`src/rtl/lane_packer_if.sv`:
```
// Lane-side (FIFO pop) and word-side (valid/ready) signals of lane_packer.
// The master modport is the packer's view; slave is the surrounding environment.
interface lane_packer_if #(
    parameter int M          = 4,
    parameter int DATA_WIDTH = 8,
    parameter int OUT_BYTES  = 8
);
    logic [0:M-1][DATA_WIDTH-1:0]         data_i;
    logic [0:M-1]                         fifo_empty_i;
    logic [0:M-1]                         rd_en_o;
    logic                                 flush_i;
    logic                                 valid_o;
    logic                                 ready_i;
    logic [OUT_BYTES-1:0][DATA_WIDTH-1:0] data_o;
    logic [OUT_BYTES-1:0]                 keep_o;
    logic                                 last_o;

    modport master (
        input  data_i, fifo_empty_i, flush_i, ready_i,
        output rd_en_o, valid_o, data_o, keep_o, last_o
    );

    modport slave (
        output data_i, fifo_empty_i, flush_i, ready_i,
        input  rd_en_o, valid_o, data_o, keep_o, last_o
    );
endinterface

```
`src/rtl/lane_packer.sv`:
```
// Pops 0..M bytes per cycle from FWFT lanes and packs them into OUT_BYTES-wide
// words, emitting partial words on flush request or idle timeout.
module lane_packer #(
    parameter int M          = 4,
    parameter int DATA_WIDTH = 8,
    parameter int OUT_BYTES  = 8,
    parameter int TIMEOUT    = 16
) (
    input  logic          clk_i,
    input  logic          rst_i,
    lane_packer_if.master bus
);
    localparam int            CW   = $clog2(OUT_BYTES + 1);
    localparam int            TW   = (TIMEOUT > 0) ? $clog2(TIMEOUT + 1) : 1;
    localparam logic [CW-1:0] FULL = CW'(OUT_BYTES);
    localparam logic [TW-1:0] TMAX = TW'(TIMEOUT);

    logic [OUT_BYTES-1:0][DATA_WIDTH-1:0] r_acc;
    logic [OUT_BYTES-1:0][DATA_WIDTH-1:0] r_data;
    logic [OUT_BYTES-1:0]                 r_keep;
    logic [CW-1:0]                        r_cnt;
    logic [TW-1:0]                        r_idle;
    logic                                 r_flush_pend;
    logic                                 r_valid;
    logic                                 r_last;

    logic [OUT_BYTES-1:0][DATA_WIDTH-1:0] w_acc_nxt;
    logic [OUT_BYTES-1:0][DATA_WIDTH-1:0] w_word;
    logic [OUT_BYTES-1:0]                 w_keep;
    logic [0:M-1]                         w_rd_en;
    logic [CW-1:0]                        w_lead;
    logic [CW-1:0]                        w_free;
    logic [CW-1:0]                        w_k;
    logic [CW-1:0]                        w_base;
    logic                                 w_slot_free;
    logic                                 w_timeout_hit;
    logic                                 w_xfer;
    logic                                 w_pop;

    assign w_slot_free   = !r_valid || bus.ready_i;
    assign w_timeout_hit = (TIMEOUT != 0) && (r_idle == TMAX);
    assign w_xfer        = w_slot_free &&
                           ((r_cnt == FULL) ||
                            ((r_flush_pend || w_timeout_hit) && (r_cnt != '0)));

    // Leading run of non-empty lanes; a hole stops the run so order is preserved.
    always_comb begin
        logic run;
        w_lead = '0;
        run    = 1'b1;
        for (int unsigned j = 0; j < M; j++) begin
            if (run && !bus.fifo_empty_i[j]) w_lead = w_lead + CW'(1);
            else                             run    = 1'b0;
        end
    end

    always_comb begin
        if (r_flush_pend && !w_xfer) w_free = '0;
        else if (w_xfer)             w_free = FULL;
        else                         w_free = FULL - r_cnt;
        w_k    = (w_lead < w_free) ? w_lead : w_free;
        w_base = w_xfer ? '0 : r_cnt;
        w_pop  = (w_k != '0);
        for (int unsigned j = 0; j < M; j++) begin
            w_rd_en[j] = !rst_i && (CW'(j) < w_k);
        end
    end

    // Popping during a transfer refills from slot 0 while the old acc is captured.
    always_comb begin
        w_acc_nxt = r_acc;
        for (int unsigned i = 0; i < OUT_BYTES; i++) begin
            for (int unsigned j = 0; j < M; j++) begin
                if ((CW'(j) < w_k) && ((w_base + CW'(j)) == CW'(i))) begin
                    w_acc_nxt[i] = bus.data_i[j];
                end
            end
        end
        for (int unsigned i = 0; i < OUT_BYTES; i++) begin
            w_keep[i] = (CW'(i) < r_cnt);
            w_word[i] = w_keep[i] ? r_acc[i] : '0;
        end
    end

    always_ff @(posedge clk_i or posedge rst_i) begin
        if (rst_i) begin
            r_acc        <= '0;
            r_cnt        <= '0;
            r_idle       <= '0;
            r_flush_pend <= 1'b0;
            r_valid      <= 1'b0;
            r_data       <= '0;
            r_keep       <= '0;
            r_last       <= 1'b0;
        end else begin
            r_acc <= w_acc_nxt;
            r_cnt <= w_base + w_k;

            if (w_xfer) begin
                r_data  <= w_word;
                r_keep  <= w_keep;
                r_last  <= r_flush_pend;
                r_valid <= 1'b1;
            end else if (bus.ready_i) begin
                r_valid <= 1'b0;
            end

            if (r_flush_pend) begin
                if (w_xfer || (r_cnt == '0)) r_flush_pend <= 1'b0;
            end else if (bus.flush_i) begin
                r_flush_pend <= 1'b1;
            end

            if (w_pop || (r_cnt == '0)) begin
                r_idle <= '0;
            end else if ((r_cnt != FULL) && (r_idle != TMAX)) begin
                r_idle <= r_idle + TW'(1);
            end
        end
    end

    assign bus.rd_en_o = w_rd_en;
    assign bus.valid_o = r_valid;
    assign bus.data_o  = r_data;
    assign bus.keep_o  = r_keep;
    assign bus.last_o  = r_last;
endmodule

```
`src/flat_wrapper.sv`:
```
// flat-port wrapper written by rule: the top's interface ports become plain ports
module lane_packer_flat 
#(
    parameter int M          = 4,
    parameter int DATA_WIDTH = 8,
    parameter int OUT_BYTES  = 8,
    parameter int TIMEOUT    = 16
)
  (clk_i, rst_i, bus_data_i, bus_fifo_empty_i, bus_flush_i, bus_ready_i, bus_rd_en_o, bus_valid_o, bus_data_o, bus_keep_o, bus_last_o);
  lane_packer_if #(.M(M), .DATA_WIDTH(DATA_WIDTH), .OUT_BYTES(OUT_BYTES)) bus_i ();
  input  logic clk_i;
  input  logic rst_i;
  input wire logic [$bits(bus_i.data_i)-1:0] bus_data_i;
  input wire logic [$bits(bus_i.fifo_empty_i)-1:0] bus_fifo_empty_i;
  input wire logic [$bits(bus_i.flush_i)-1:0] bus_flush_i;
  input wire logic [$bits(bus_i.ready_i)-1:0] bus_ready_i;
  output wire logic [$bits(bus_i.rd_en_o)-1:0] bus_rd_en_o;
  output wire logic [$bits(bus_i.valid_o)-1:0] bus_valid_o;
  output wire logic [$bits(bus_i.data_o)-1:0] bus_data_o;
  output wire logic [$bits(bus_i.keep_o)-1:0] bus_keep_o;
  output wire logic [$bits(bus_i.last_o)-1:0] bus_last_o;
  assign bus_i.data_i = bus_data_i;
  assign bus_i.fifo_empty_i = bus_fifo_empty_i;
  assign bus_i.flush_i = bus_flush_i;
  assign bus_i.ready_i = bus_ready_i;
  assign bus_rd_en_o = bus_i.rd_en_o;
  assign bus_valid_o = bus_i.valid_o;
  assign bus_data_o = bus_i.data_o;
  assign bus_keep_o = bus_i.keep_o;
  assign bus_last_o = bus_i.last_o;
  lane_packer #(.M(M), .DATA_WIDTH(DATA_WIDTH), .OUT_BYTES(OUT_BYTES), .TIMEOUT(TIMEOUT)) u_core (.clk_i(clk_i), .rst_i(rst_i), .bus(bus_i));
endmodule
```
`config.mk`:
```
export PLATFORM = sky130hd
export DESIGN_NAME = lane_packer_flat
export DESIGN_NICKNAME = d
export VERILOG_FILES = /design/src/rtl/lane_packer_if.sv /design/src/rtl/lane_packer.sv /design/src/flat_wrapper.sv
export SDC_FILE = /design/constraint.sdc
export NUM_CORES = 1
export LEC_CHECK = 0
export CORE_ASPECT_RATIO = 1.2
export CORE_MARGIN = 2
export CORE_UTILIZATION = 60
export DETAILED_ROUTE_END_ITERATION = 8
export GPL_TIMING_DRIVEN = 0
export PLACE_DENSITY = 0.84
export SLEW_MARGIN = 20
export SYNTH_ARGS = -nofsm -noshare
export SYNTH_HDL_FRONTEND = slang
export SYNTH_SLANG_ARGS = --single-unit
```
`constraint.sdc`:
```
create_clock -name clk_i -period 11.1 [get_ports clk_i]
set_clock_uncertainty 0.15 [all_clocks]
set_input_delay 2.22 -clock clk_i [delete_from_list [all_inputs] [get_ports clk_i]]
set_output_delay 2.22 -clock clk_i [all_outputs]
set_load 0.01 [all_outputs]
```
Word level (Yosys, flattened, before mapping)
Cells that the tools add are included.
{"block": "word_totals", "register_bits": 148, "wordCells": 205}
{"block": "classes", "add_sub_neg": 9, "magnitude_cmp": 13, "eq_ne": 32, "mux": 58, "reduce_logical": 71}
{"operator": "2-to-1 mux 8 bit", "count": 40}
{"operator": "equality test 4 x 3 -> 1 bit (second input constant)", "count": 16}
{"operator": "logical AND 1 bit", "count": 43}
{"operator": "nonzero test 4 bit", "count": 10}
{"operator": "equality test 4 x 2 -> 1 bit (second input constant)", "count": 8}
{"operator": "2-to-1 mux 4 bit", "count": 7}
{"operator": "zero test 4 bit", "count": 5}
{"operator": "adder 4 x 1 -> 4 bit (second input constant)", "count": 4}
{"operator": "equality test 4 x 1 -> 1 bit (second input constant)", "count": 4}
{"operator": "less-than comparator 1 x 4 -> 1 bit (first input constant)", "count": 4}
{"operator": "less-than comparator 2 x 4 -> 1 bit (first input constant)", "count": 4}
{"operator": "less-than comparator 3 x 4 -> 1 bit (first input constant)", "count": 4}
{"operator": "2-to-1 mux 5 bit", "count": 2}
{"operator": "2-to-1 mux 1 bit", "count": 9}
{"operator": "adder 4 x 2 -> 4 bit (second input constant)", "count": 2}
{"operator": "zero test 1 bit", "count": 6}
{"operator": "adder 5 x 1 -> 5 bit (second input constant)", "count": 1}
{"operator": "equality test 5 bit (second input constant)", "count": 1}
{"operator": "logical OR 1 bit", "count": 5}
{"operator": "inequality test 5 bit (second input constant)", "count": 1}
{"operator": "adder 4 bit", "count": 1}
{"operator": "equality test 4 bit (second input constant)", "count": 1}
{"operator": "less-than comparator 4 bit", "count": 1}
{"operator": "inequality test 4 bit (second input constant)", "count": 1}
{"operator": "other kinds (2)", "count": 3}

Longest topological paths before layout
Gate-level depths: netlist of the first run.
{"block": "depth", "depth_word": 16, "mapped_depth": 22, "ltp_nobuf": 18}

Worst setup path before layout of the first run
No wires, ideal clock.
{"block": "synth_timing", "kind": "in2out", "start": "input rst_i", "end": "output bus_rd_en_o[0]", "t_arrival_ps": 5743, "required_time_ps": 8730, "setup_slack_ps": 2987, "cell_stages": 2, "n_path_buf": 0, "cell_sequence": "inv_1 > and2_1"}
{"block": "synth_via", "elab_chain_len": 2}
{"item": "start: declaration", "line": "flat_wrapper.sv:12", "rtl": "input logic rst_i;"}
{"item": "zero test 1 bit", "line": "lane_packer.sv:65", "rtl": "w_rd_en[j] = !rst_i && (CW'(j) < w_k);"}
{"item": "logical AND 1 bit", "line": "lane_packer.sv:65"}
{"item": "end: declaration", "line": "flat_wrapper.sv:17", "rtl": "output wire logic [$bits(bus_i.rd_en_o)-1:0] bus_rd_en_o;"}
No other way between the ends.

Final worst setup path of the first run
{"block": "layout_timing", "start": "input bus_ready_i", "end": "output bus_rd_en_o[3]"}
{"block": "layout_via", "elab_chain_len": 9, "elab_cells_between_ends": 10, "cone_classes": "order compare (2); mux (3); reduce/logical (5)"}
{"item": "start: declaration", "line": "flat_wrapper.sv:16", "rtl": "input wire logic [$bits(bus_i.ready_i)-1:0] bus_ready_i;"}
{"item": "logical OR 1 bit (*)", "line": "lane_packer.sv:40", "rtl": "assign w_slot_free = !r_valid || bus.ready_i;"}
{"item": "logical AND 1 bit (*)", "line": "lane_packer.sv:42", "rtl": "assign w_xfer = w_slot_free &&"}
{"item": "zero test 1 bit", "line": "lane_packer.sv:58", "rtl": "if (r_flush_pend && !w_xfer) w_free = '0;"}
{"item": "logical AND 1 bit", "line": "lane_packer.sv:58"}
{"item": "2-to-1 mux 4 bit (*)", "line": "lane_packer.sv:58"}
{"item": "less-than comparator 4 bit", "line": "lane_packer.sv:61", "rtl": "w_k = (w_lead < w_free) ? w_lead : w_free;"}
{"item": "2-to-1 mux 4 bit (*)", "line": "lane_packer.sv:61"}
{"item": "less-than comparator 1 x 4 -> 1 bit (*)", "line": "lane_packer.sv:65"}
{"item": "logical AND 1 bit (*)", "line": "lane_packer.sv:65"}
Mark *: on every way between the ends. The rest lies on a longest branch, timed or not.

==> reports/qor.tcl, run 1 <==
set qor(die-height_um) 134.3
set qor(grt_antenna_before_repair) 0
set qor(max_slew_margin) 0.3787
set qor(max_cap_viol_count) 0
set qor(start_util) 0.6142
set qor(worst_setup_path_start_kind) {primary input}
set qor(clock_power_share) 0.172
set qor(floorplan.core_area_mm2) 0.01382
set qor(area_added_between_synthesis_and_finish_pct) 21.87
set qor(clock_sinks) 148
set qor(grt_start_max_net_pins) 111
set qor(number_of_flops_mapped_to_enable_cells_by_yosys) 0
set qor(routedWlPerCell_um) 21.63
set qor(hold_viol_final) 0
set qor(ir_drop_mv) 0.3548
set qor(tns_ps) 0
set qor(synth_top_cell_area_share) 0.4363
set qor(antenna_left) 0
set qor(max-clock-path-buffers) 2
set qor(postSynthAreaPerCell_um2) 9.559
set qor(synth.top_cells.by_count) {sky130_fd_sc_hd__dfrtp_1 (148), sky130_fd_sc_hd__nand2_1 (124), sky130_fd_sc_hd__nor2_1 (72)}
set qor(hold_class) {reg -> reg}
set qor(pwr-share-comb) 0.575
set qor(layout.cell_area.non_filler_mm2) 0.01034
set qor(post-cts-setup-buffers) 0
set qor(clock_tree.htree_level_count) 4
set qor(synth_top_cells_by_area) {sky130_fd_sc_hd__dfrtp_1 (44%), sky130_fd_sc_hd__mux2i_1 (5.9%), sky130_fd_sc_hd__mux2_2 (5.6%)}
set qor(cts-root-buf) {sky130_fd_sc_hd__clkbuf_16}
set qor(worstMarginPinSlew_ps) 906.0
set qor(row_count) 47
set qor(arrival_ps) 6920
set qor(holdBufCountCts) 0
set qor(postSynthCellCount) 888
set qor(worstSkewPairLatency_ps) 440
set qor(route.final.wire_length_mm) 25.69
set qor(internal_power_mw) 2.143
set qor(combined_area_of_the_multi_input_logic_cells_mm2) 0.004403
set qor(synthesis.yosys.warnings) 0
set qor(post-route-min-period_ps) 9292
set qor(grtUsageTotal) 0.3493
set qor(power_density_mw_per_mm2) 362.2
set qor(port_buffers) 95
set qor(proportion_of_power_drawn_by_flip_flops_and_latches) 0.252
set qor(fp.dieW_um) 112.6
set qor(routed-via-count) 7723
set qor(final_min_period_over_clock_period) 0.8371
set qor(hpwlAfterDp_mm) 17.71
set qor(reg2reg_depth) 20
set qor(post-place-ws_ps) 1888
set qor(final_layout_size_suffix_gt1_frac) 0.1239
set qor(num-fill-cells) 1013
set qor(synth_ff_type) {sky130_fd_sc_hd__dfrtp_1}
set qor(async_reset_ff_frac) 1.000
set qor(n_antenna_cell) 0
set qor(yosysMostFrequentCell) {sky130_fd_sc_hd__dfrtp_1}
set qor(path_type_of_the_worst_setup_path) {in -> out}
set qor(timing.final.ws_setup_ps) 1808
set qor(area_taken_by_flip_flops_and_latches_mm2) 0.003704
set qor(final_number_of_max_transition_violations) 0
set qor(synth_top_area_cell) {sky130_fd_sc_hd__dfrtp_1}
set qor(ctsResizeCount) 0
set qor(detailedRoute.firstPassIterationCount) 6
set qor(design.die.area_mm2) 0.01512
set qor(outcome) {finished, final reports clean}
set qor(synth.lib_cells_used.distinct) 73
set qor(io_pins) 118
set qor(placement.cell_area_mm2) 0.009692
set qor(synthesis.area_mm2) 0.008488
set qor(gp_congestion) 0.9941
set qor(static_leakage_nw) 4.824
set qor(finalSetupViolations) 0
set qor(grt_setup_unrepaired) {false}
set qor(critical_path.max_fanout) 10
set qor(max_freq_mhz) 107.6
set qor(grt_pass1_vias) 7541
set qor(netSwitchingFraction) 0.4280
set qor(total_clock_buffers_created_by_cts) 17
set qor(crit_required_ps) 8730
set qor(placed_cells_incl_taps) 1156
set qor(grt_first_pass_wirelength_mm) 40.76
set qor(detail_route.drc_violations) 0
set qor(netSwitchingPower_mw) 1.604
set qor(layout.cells.non_filler) 1188
set qor(hold_path_depth) 2
set qor(sequential_share_of_the_synthesized_area) 0.4363
set qor(count_of_nets_after_finishing) 1059
set qor(finalPower_mw) 3.746
set qor(synth.ff_latch_count) 148
set qor(avgViaCountPerCell) 6.501
set qor(endpoint_kind) {primary output}
set qor(detailedRoute.firstIterationViolations) 1023
set qor(globalRoute.totalOverflow) 0
set qor(clk_transition_reported_paths_ps) 60
set qor(tritoncts) {built}
[worst paths after layout]
| kind | slack (ps) | startpoint | endpoint |
|---|---|---|---|
| setup / recovery | 1810 | bus_ready_i | bus_rd_en_o[3] |
| max in group asynchronous | 7880 | rst_i | u_core.bus.data_o[51]$_DFFE_PP0P_ |
| hold reg to reg | 310 | u_core.r_acc[5]$_DFFE_PP0P_ | u_core.bus.data_o[5]$_DFFE_PP0P_ |
| min in group asynchronous | 2090 | rst_i | u_core.r_idle[1]$_DFFE_PP0P_ |
| hold / removal | 310 | u_core.r_acc[5]$_DFFE_PP0P_ | u_core.bus.data_o[5]$_DFFE_PP0P_ |
| setup reg to reg | 4260 | u_core.r_cnt[0]$_DFF_PP0_ | u_core.r_acc[30]$_DFFE_PP0P_ |
[registers in the layout, summed over array words and instances, names as in the netlist]
signal and cells:
u_core.bus.keep_o 8, u_core.r_acc 64, u_core.r_flush_pend 1, u_core.bus.valid_o 1
u_core.bus.last_o 1, u_core.r_cnt 4, u_core.bus.data_o 64, u_core.r_idle 5
[final cells by class]
| class | count | area share |
|---|---|---|
| Clock buffer | 17 | 0.04112 |
| Multi-Input combinational cell | 648 | 0.4256 |
| Tap cell | 171 | 0.02068 |
| Timing Repair Buffer | 96 | 0.09458 |
| Buffer | 73 | 0.03000 |
| Clock inverter | 15 | 0.02201 |
| Sequential cell | 148 | 0.3580 |
| Inverter | 20 | 0.007983 |
[per-layer routing]
metal	vias to the layer above	track usage	share of wire
met4	0	0.1748	0.055
li1	3438	-	-
met2	506	0.5542	0.47
met3	135	0.08586	0.097
met1	3644	0.4478	0.38
met5	-	0	0
[worst max-delay path, cell delays in order]
cell,delay [ps]
sky130_fd_sc_hd__clkdlybuf4s50_1,470
sky130_fd_sc_hd__nand2b_1,160
sky130_fd_sc_hd__nand2_1,130
sky130_fd_sc_hd__nor2_1,480
sky130_fd_sc_hd__clkbuf_1,610
sky130_fd_sc_hd__nor2_1,150
sky130_fd_sc_hd__ha_1,330
sky130_fd_sc_hd__and2_1,160
sky130_fd_sc_hd__or3_4,350
sky130_fd_sc_hd__o31ai_4,290
sky130_fd_sc_hd__buf_6,190
sky130_fd_sc_hd__mux2i_1,760
sky130_fd_sc_hd__nor2_1,80
sky130_fd_sc_hd__clkdlybuf4s50_1,510
[power by group through the flow]
stage	logic, mW	clock network [mW]	registers [mW]
floorplan	1.41	0	0.967
global placement	2.07	0	0.936
detailed placement	2.11	0	0.944
CTS	2.13	0.646	0.942
global route	2.34	0.672	0.970
finish	2.16	0.646	0.945
[cells in the final DEF, fill, tap and decap left out, types with 7 or more instances in the layout]
master / netlist / final
sky130_fd_sc_hd__inv_1: 20 / 19
sky130_fd_sc_hd__mux2_2: 42 / 42
sky130_fd_sc_hd__nand2_1: 124 / 124
sky130_fd_sc_hd__buf_2: 13 / 13
sky130_fd_sc_hd__clkbuf_2: 7 / 7
sky130_fd_sc_hd__a21o_1: 7 / 7
sky130_fd_sc_hd__clkbuf_16: 0 / 17
sky130_fd_sc_hd__o221ai_1: 9 / 9
sky130_fd_sc_hd__o21ai_0: 10 / 10
sky130_fd_sc_hd__clkdlybuf4s50_1: 0 / 95
sky130_fd_sc_hd__o211ai_1: 10 / 10
sky130_fd_sc_hd__dfrtp_1: 148 / 148
sky130_fd_sc_hd__o22ai_1: 33 / 33
sky130_fd_sc_hd__a31oi_1: 12 / 12
sky130_fd_sc_hd__and2_1: 7 / 7
sky130_fd_sc_hd__ha_1: 14 / 14
sky130_fd_sc_hd__a211o_1: 17 / 17
sky130_fd_sc_hd__o2bb2ai_1: 8 / 8
sky130_fd_sc_hd__buf_1: 31 / 31
sky130_fd_sc_hd__nand3_1: 44 / 44
sky130_fd_sc_hd__nor3_1: 8 / 8
sky130_fd_sc_hd__mux2i_1: 50 / 50
sky130_fd_sc_hd__clkbuf_1: 20 / 20
sky130_fd_sc_hd__a21oi_1: 50 / 50
sky130_fd_sc_hd__a22o_1: 34 / 34
sky130_fd_sc_hd__nor2_1: 72 / 72
[logic make-up after synthesis]
family | synth area share
XOR/XNOR | 0.01238
buffers and inverters | 0.04540
other | 0.0004418
AND/OR/NAND/NOR | 0.1722
AO/OA/AOI/OAI | 0.1909
flip-flops | 0.4363
adder cells (fa/ha/maj) | 0.02300
multiplexers | 0.1194
[through the flow]
stage                     hold WS (ps)  utilization
after global placement           298.4       0.6988
after CTS                        314.6       0.7486
after floorplan                  283.1            -
final                            312.2       0.7486
after global routing             333.8       0.7486
after detailed placement         299.3       0.7013
Note: power is estimated with default switching activity, not from simulation.
==> inputs of run 2 (changes only) <==
--- a/config.mk
+++ b/config.mk
@@ -7,10 +7,10 @@
 export LEC_CHECK = 0
 export CORE_ASPECT_RATIO = 1.2
 export CORE_MARGIN = 2
-export CORE_UTILIZATION = 60
+export CORE_UTILIZATION = 50
 export DETAILED_ROUTE_END_ITERATION = 8
 export GPL_TIMING_DRIVEN = 0
-export PLACE_DENSITY = 0.84
+export PLACE_DENSITY = 0.75
 export SLEW_MARGIN = 20
 export SYNTH_ARGS = -nofsm -noshare
 export SYNTH_HDL_FRONTEND = slang
==> constraint.sdc (replaced) <==
create_clock -name clk_i -period 7.7 [get_ports clk_i]
set_clock_uncertainty 0.15 [all_clocks]
set_input_delay 1.54 -clock clk_i [delete_from_list [all_inputs] [get_ports clk_i]]
set_output_delay 1.54 -clock clk_i [all_outputs]
set_load 0.01 [all_outputs]
==> reports/qor.tcl, run 2 (same netlist as run 1, synthesis figures left out) <==
set qor(outcome) {finished, final reports clean}
set qor(grt_pass1_vias) 7365 ;# -2.3%
set qor(crit_required_ps) 6010 ;# -2720 ps
set qor(grt_first_pass_wirelength_mm) 40.59 ;# -0.42%
set qor(count_of_nets_after_finishing) 1059 ;# unchanged
set qor(path_type_of_the_worst_setup_path) {in -> out}
set qor(power_density_mw_per_mm2) 512.8 ;# +42%
set qor(detailedRoute.firstPassIterationCount) 5 ;# -1
set qor(port_buffers) 95 ;# unchanged
set qor(gp_congestion) 0.9522 ;# -4.2%
set qor(static_leakage_nw) 4.784 ;# -0.84%
set qor(io_pins) 118 ;# unchanged
set qor(max_slew_margin) 0.3531 ;# -0.02567
set qor(grtUsageTotal) 0.2975 ;# -0.05185
set qor(grt_start_max_net_pins) 86 ;# -23%
set qor(timing.critical_path.from) {bus_fifo_empty_i[2]}
set qor(clock_sinks) 148 ;# unchanged
set qor(row_count) 52 ;# +11%
set qor(final_core_utilization) 0.6178 ;# -0.1308
set qor(hpwlAfterDp_mm) 18.35 ;# +3.6%
set qor(critical_path.max_fanout) 10 ;# unchanged
set qor(die-height_um) 146.7 ;# +9.3%
set qor(detail_route.drc_violations) 0 ;# unchanged
set qor(worst_setup_path_start_kind) {primary input}
set qor(final_number_of_max_transition_violations) 0 ;# unchanged
set qor(grt_antenna_before_repair) 0 ;# unchanged
set qor(layout.cell_area.non_filler_mm2) 0.01033 ;# -0.14%
set qor(fin_worst_hold_slack_ps) 313.3 ;# +1.119 ps
set qor(tritoncts) {built}
set qor(post-place-ws_ps) -141.7 ;# -2030 ps
set qor(arrival_ps) 5720 ;# -1200 ps
set qor(max_freq_mhz) 135.0
set qor(max-clock-path-buffers) 2 ;# unchanged
set qor(hold_path_startpoint) {u_core.bus.data_o[30]$_DFFE_PP0P_}
set qor(floorplan.core_area_mm2) 0.01672 ;# +21%
set qor(r2r-start) {u_core.r_cnt[0]$_DFF_PP0_}
set qor(final_min_period_over_clock_period) 0.9618
set qor(cp_cell_sequence) {clkdlybuf4s50_1 -> inv_1 -> a21oi_1 -> ha_1 -> o31ai_1 -> inv_1 -> ha_1 -> or3b_1 -> or3_4 -> o31ai_4 -> buf_6 -> mux2i_2 -> nor2_1 -> clkdlybuf4s50_1}
set qor(antenna_left) 0 ;# unchanged
set qor(final_cell_mix) {sky130_fd_sc_hd__dfrtp_1 (148), sky130_fd_sc_hd__nand2_1 (124), sky130_fd_sc_hd__clkdlybuf4s50_1 (95), sky130_fd_sc_hd__nor2_1 (71), sky130_fd_sc_hd__a21oi_1 (50)}
set qor(tns_ps) 0 ;# unchanged
set qor(finalPower_mw) 5.297 ;# +41%
set qor(timing.final.ws_setup_ps) 294.3 ;# -1514 ps
set qor(clk_transition_reported_paths_ps) 60 ;# about the same
set qor(hold_viol_final) 0 ;# unchanged
set qor(routed-via-count) 7515 ;# -2.7%
set qor(placed_cells_incl_taps) 1201 ;# +3.9%
set qor(route.final.wire_length_mm) 26.00 ;# +1.2%
set qor(fp.dieW_um) 122.9 ;# +9.2%
set qor(area_added_between_synthesis_and_finish_pct) 21.70
set qor(start_util) 0.5076 ;# -0.1066
set qor(routedWlPerCell_um) 21.10 ;# -2.4%
set qor(post-route-min-period_ps) 7406
set qor(cp.buffers_inverters) 5 ;# +1
set qor(worstMarginPinSlew_ps) 970.4 ;# +64.42 ps
set qor(clock_tree.htree_level_count) 4 ;# unchanged
set qor(placement.cell_area_mm2) 0.009748 ;# +0.58%
set qor(mostFrequentLayoutCell) {sky130_fd_sc_hd__dfrtp_1}
set qor(crit_family) {buffers and inverters}
set qor(timing.critical_path.slowest_cell_delay_ps) 560 ;# -200 ps
set qor(worstSkewPairLatency_ps) 430 ;# about the same
set qor(slowest_cp_cell) {sky130_fd_sc_hd__mux2i_2}
set qor(num-fill-cells) 1440 ;# +42%
set qor(endpoint_kind) {primary output}
set qor(finalSetupViolations) 0 ;# unchanged
set qor(ir_drop_mv) 0.4025 ;# +13%
set qor(max_cap_viol_count) 0 ;# unchanged
set qor(detailedRoute.firstIterationViolations) 728 ;# -29%
set qor(avgViaCountPerCell) 6.100 ;# -6.2%
set qor(layout.cells.non_filler) 1232 ;# +3.7%
set qor(cts-root-buf) {sky130_fd_sc_hd__clkbuf_16}
set qor(design.die.area_mm2) 0.01804 ;# +19%
set qor(hold_class) {reg -> reg}
set qor(final_layout_size_suffix_gt1_frac) 0.1240 ;# about the same
set qor(globalRoute.totalOverflow) 0 ;# unchanged
set qor(grt_setup_unrepaired) {false}
set qor(n_antenna_cell) 0 ;# unchanged
set qor(total_clock_buffers_created_by_cts) 17 ;# unchanged
[run 2: cell count changes in the layout (fill, tap and decap cells not counted), sizes merged]
cell,before,now
bufinv,5,2
clkbuf,44,47
clkinv,6,4
clkinvlp,2,3
[run 2: final cells by class]
class	count	area [um^2]	share of cell area
Clock buffer	20	446.7	0.04324
Inverter	20	82.58	0.007994
Clock inverter	11	127.6	0.01235
Multi-Input combinational cell	648	4409	0.4268
Tap cell	216	270.3	0.02616
Sequential cell	148	3704	0.3585
Buffer	73	311.5	0.03016
Timing Repair Buffer	96	978.4	0.09472
[run 2: final timing paths]
check	end	slack [ps]	depth (start not counted)
max in group asynchronous	u_core.r_acc[30]$_DFFE_PP0P_	5170	3
min in group asynchronous	u_core.bus.valid_o$_DFFE_PP0P_	1460	2
max	bus_rd_en_o[3]	290	14
min reg2reg	u_core.bus.data_o[30]$_DFFE_PP0P_	310	2
max reg2reg	u_core.r_acc[8]$_DFFE_PP0P_	830	21
min	u_core.bus.data_o[30]$_DFFE_PP0P_	310	2
[run 2: power by group]
part           switching [mW]  total (mW)  internal [mW]
sequential              0.201        1.36           1.16
combinational            1.76        3.11           1.36
clock                   0.339       0.824          0.485
total                    2.30        5.30           3.00
[run 2: metal layers]
metal  GRT usage  share of wire  vias up
li1            -              -     3437
met1      0.3917           0.40     3618
met2      0.4566           0.47      363
met3     0.07298          0.079       97
met4      0.1460          0.049        0
met5           0              0        -
[run 2: tightest hold or removal path: cells and delay by family, from the launching register on]
kind          cells  cell delay [ps]
flops             1              340
simple gates      2              100
[run 2: timing repair]
item                       4_1_cts  5_1_grt
gates cloned                     0        0
hold buffers                     0        0
resized for setup                1        3
setup endpoints to repair        1        4
buffers inserted                 0        0
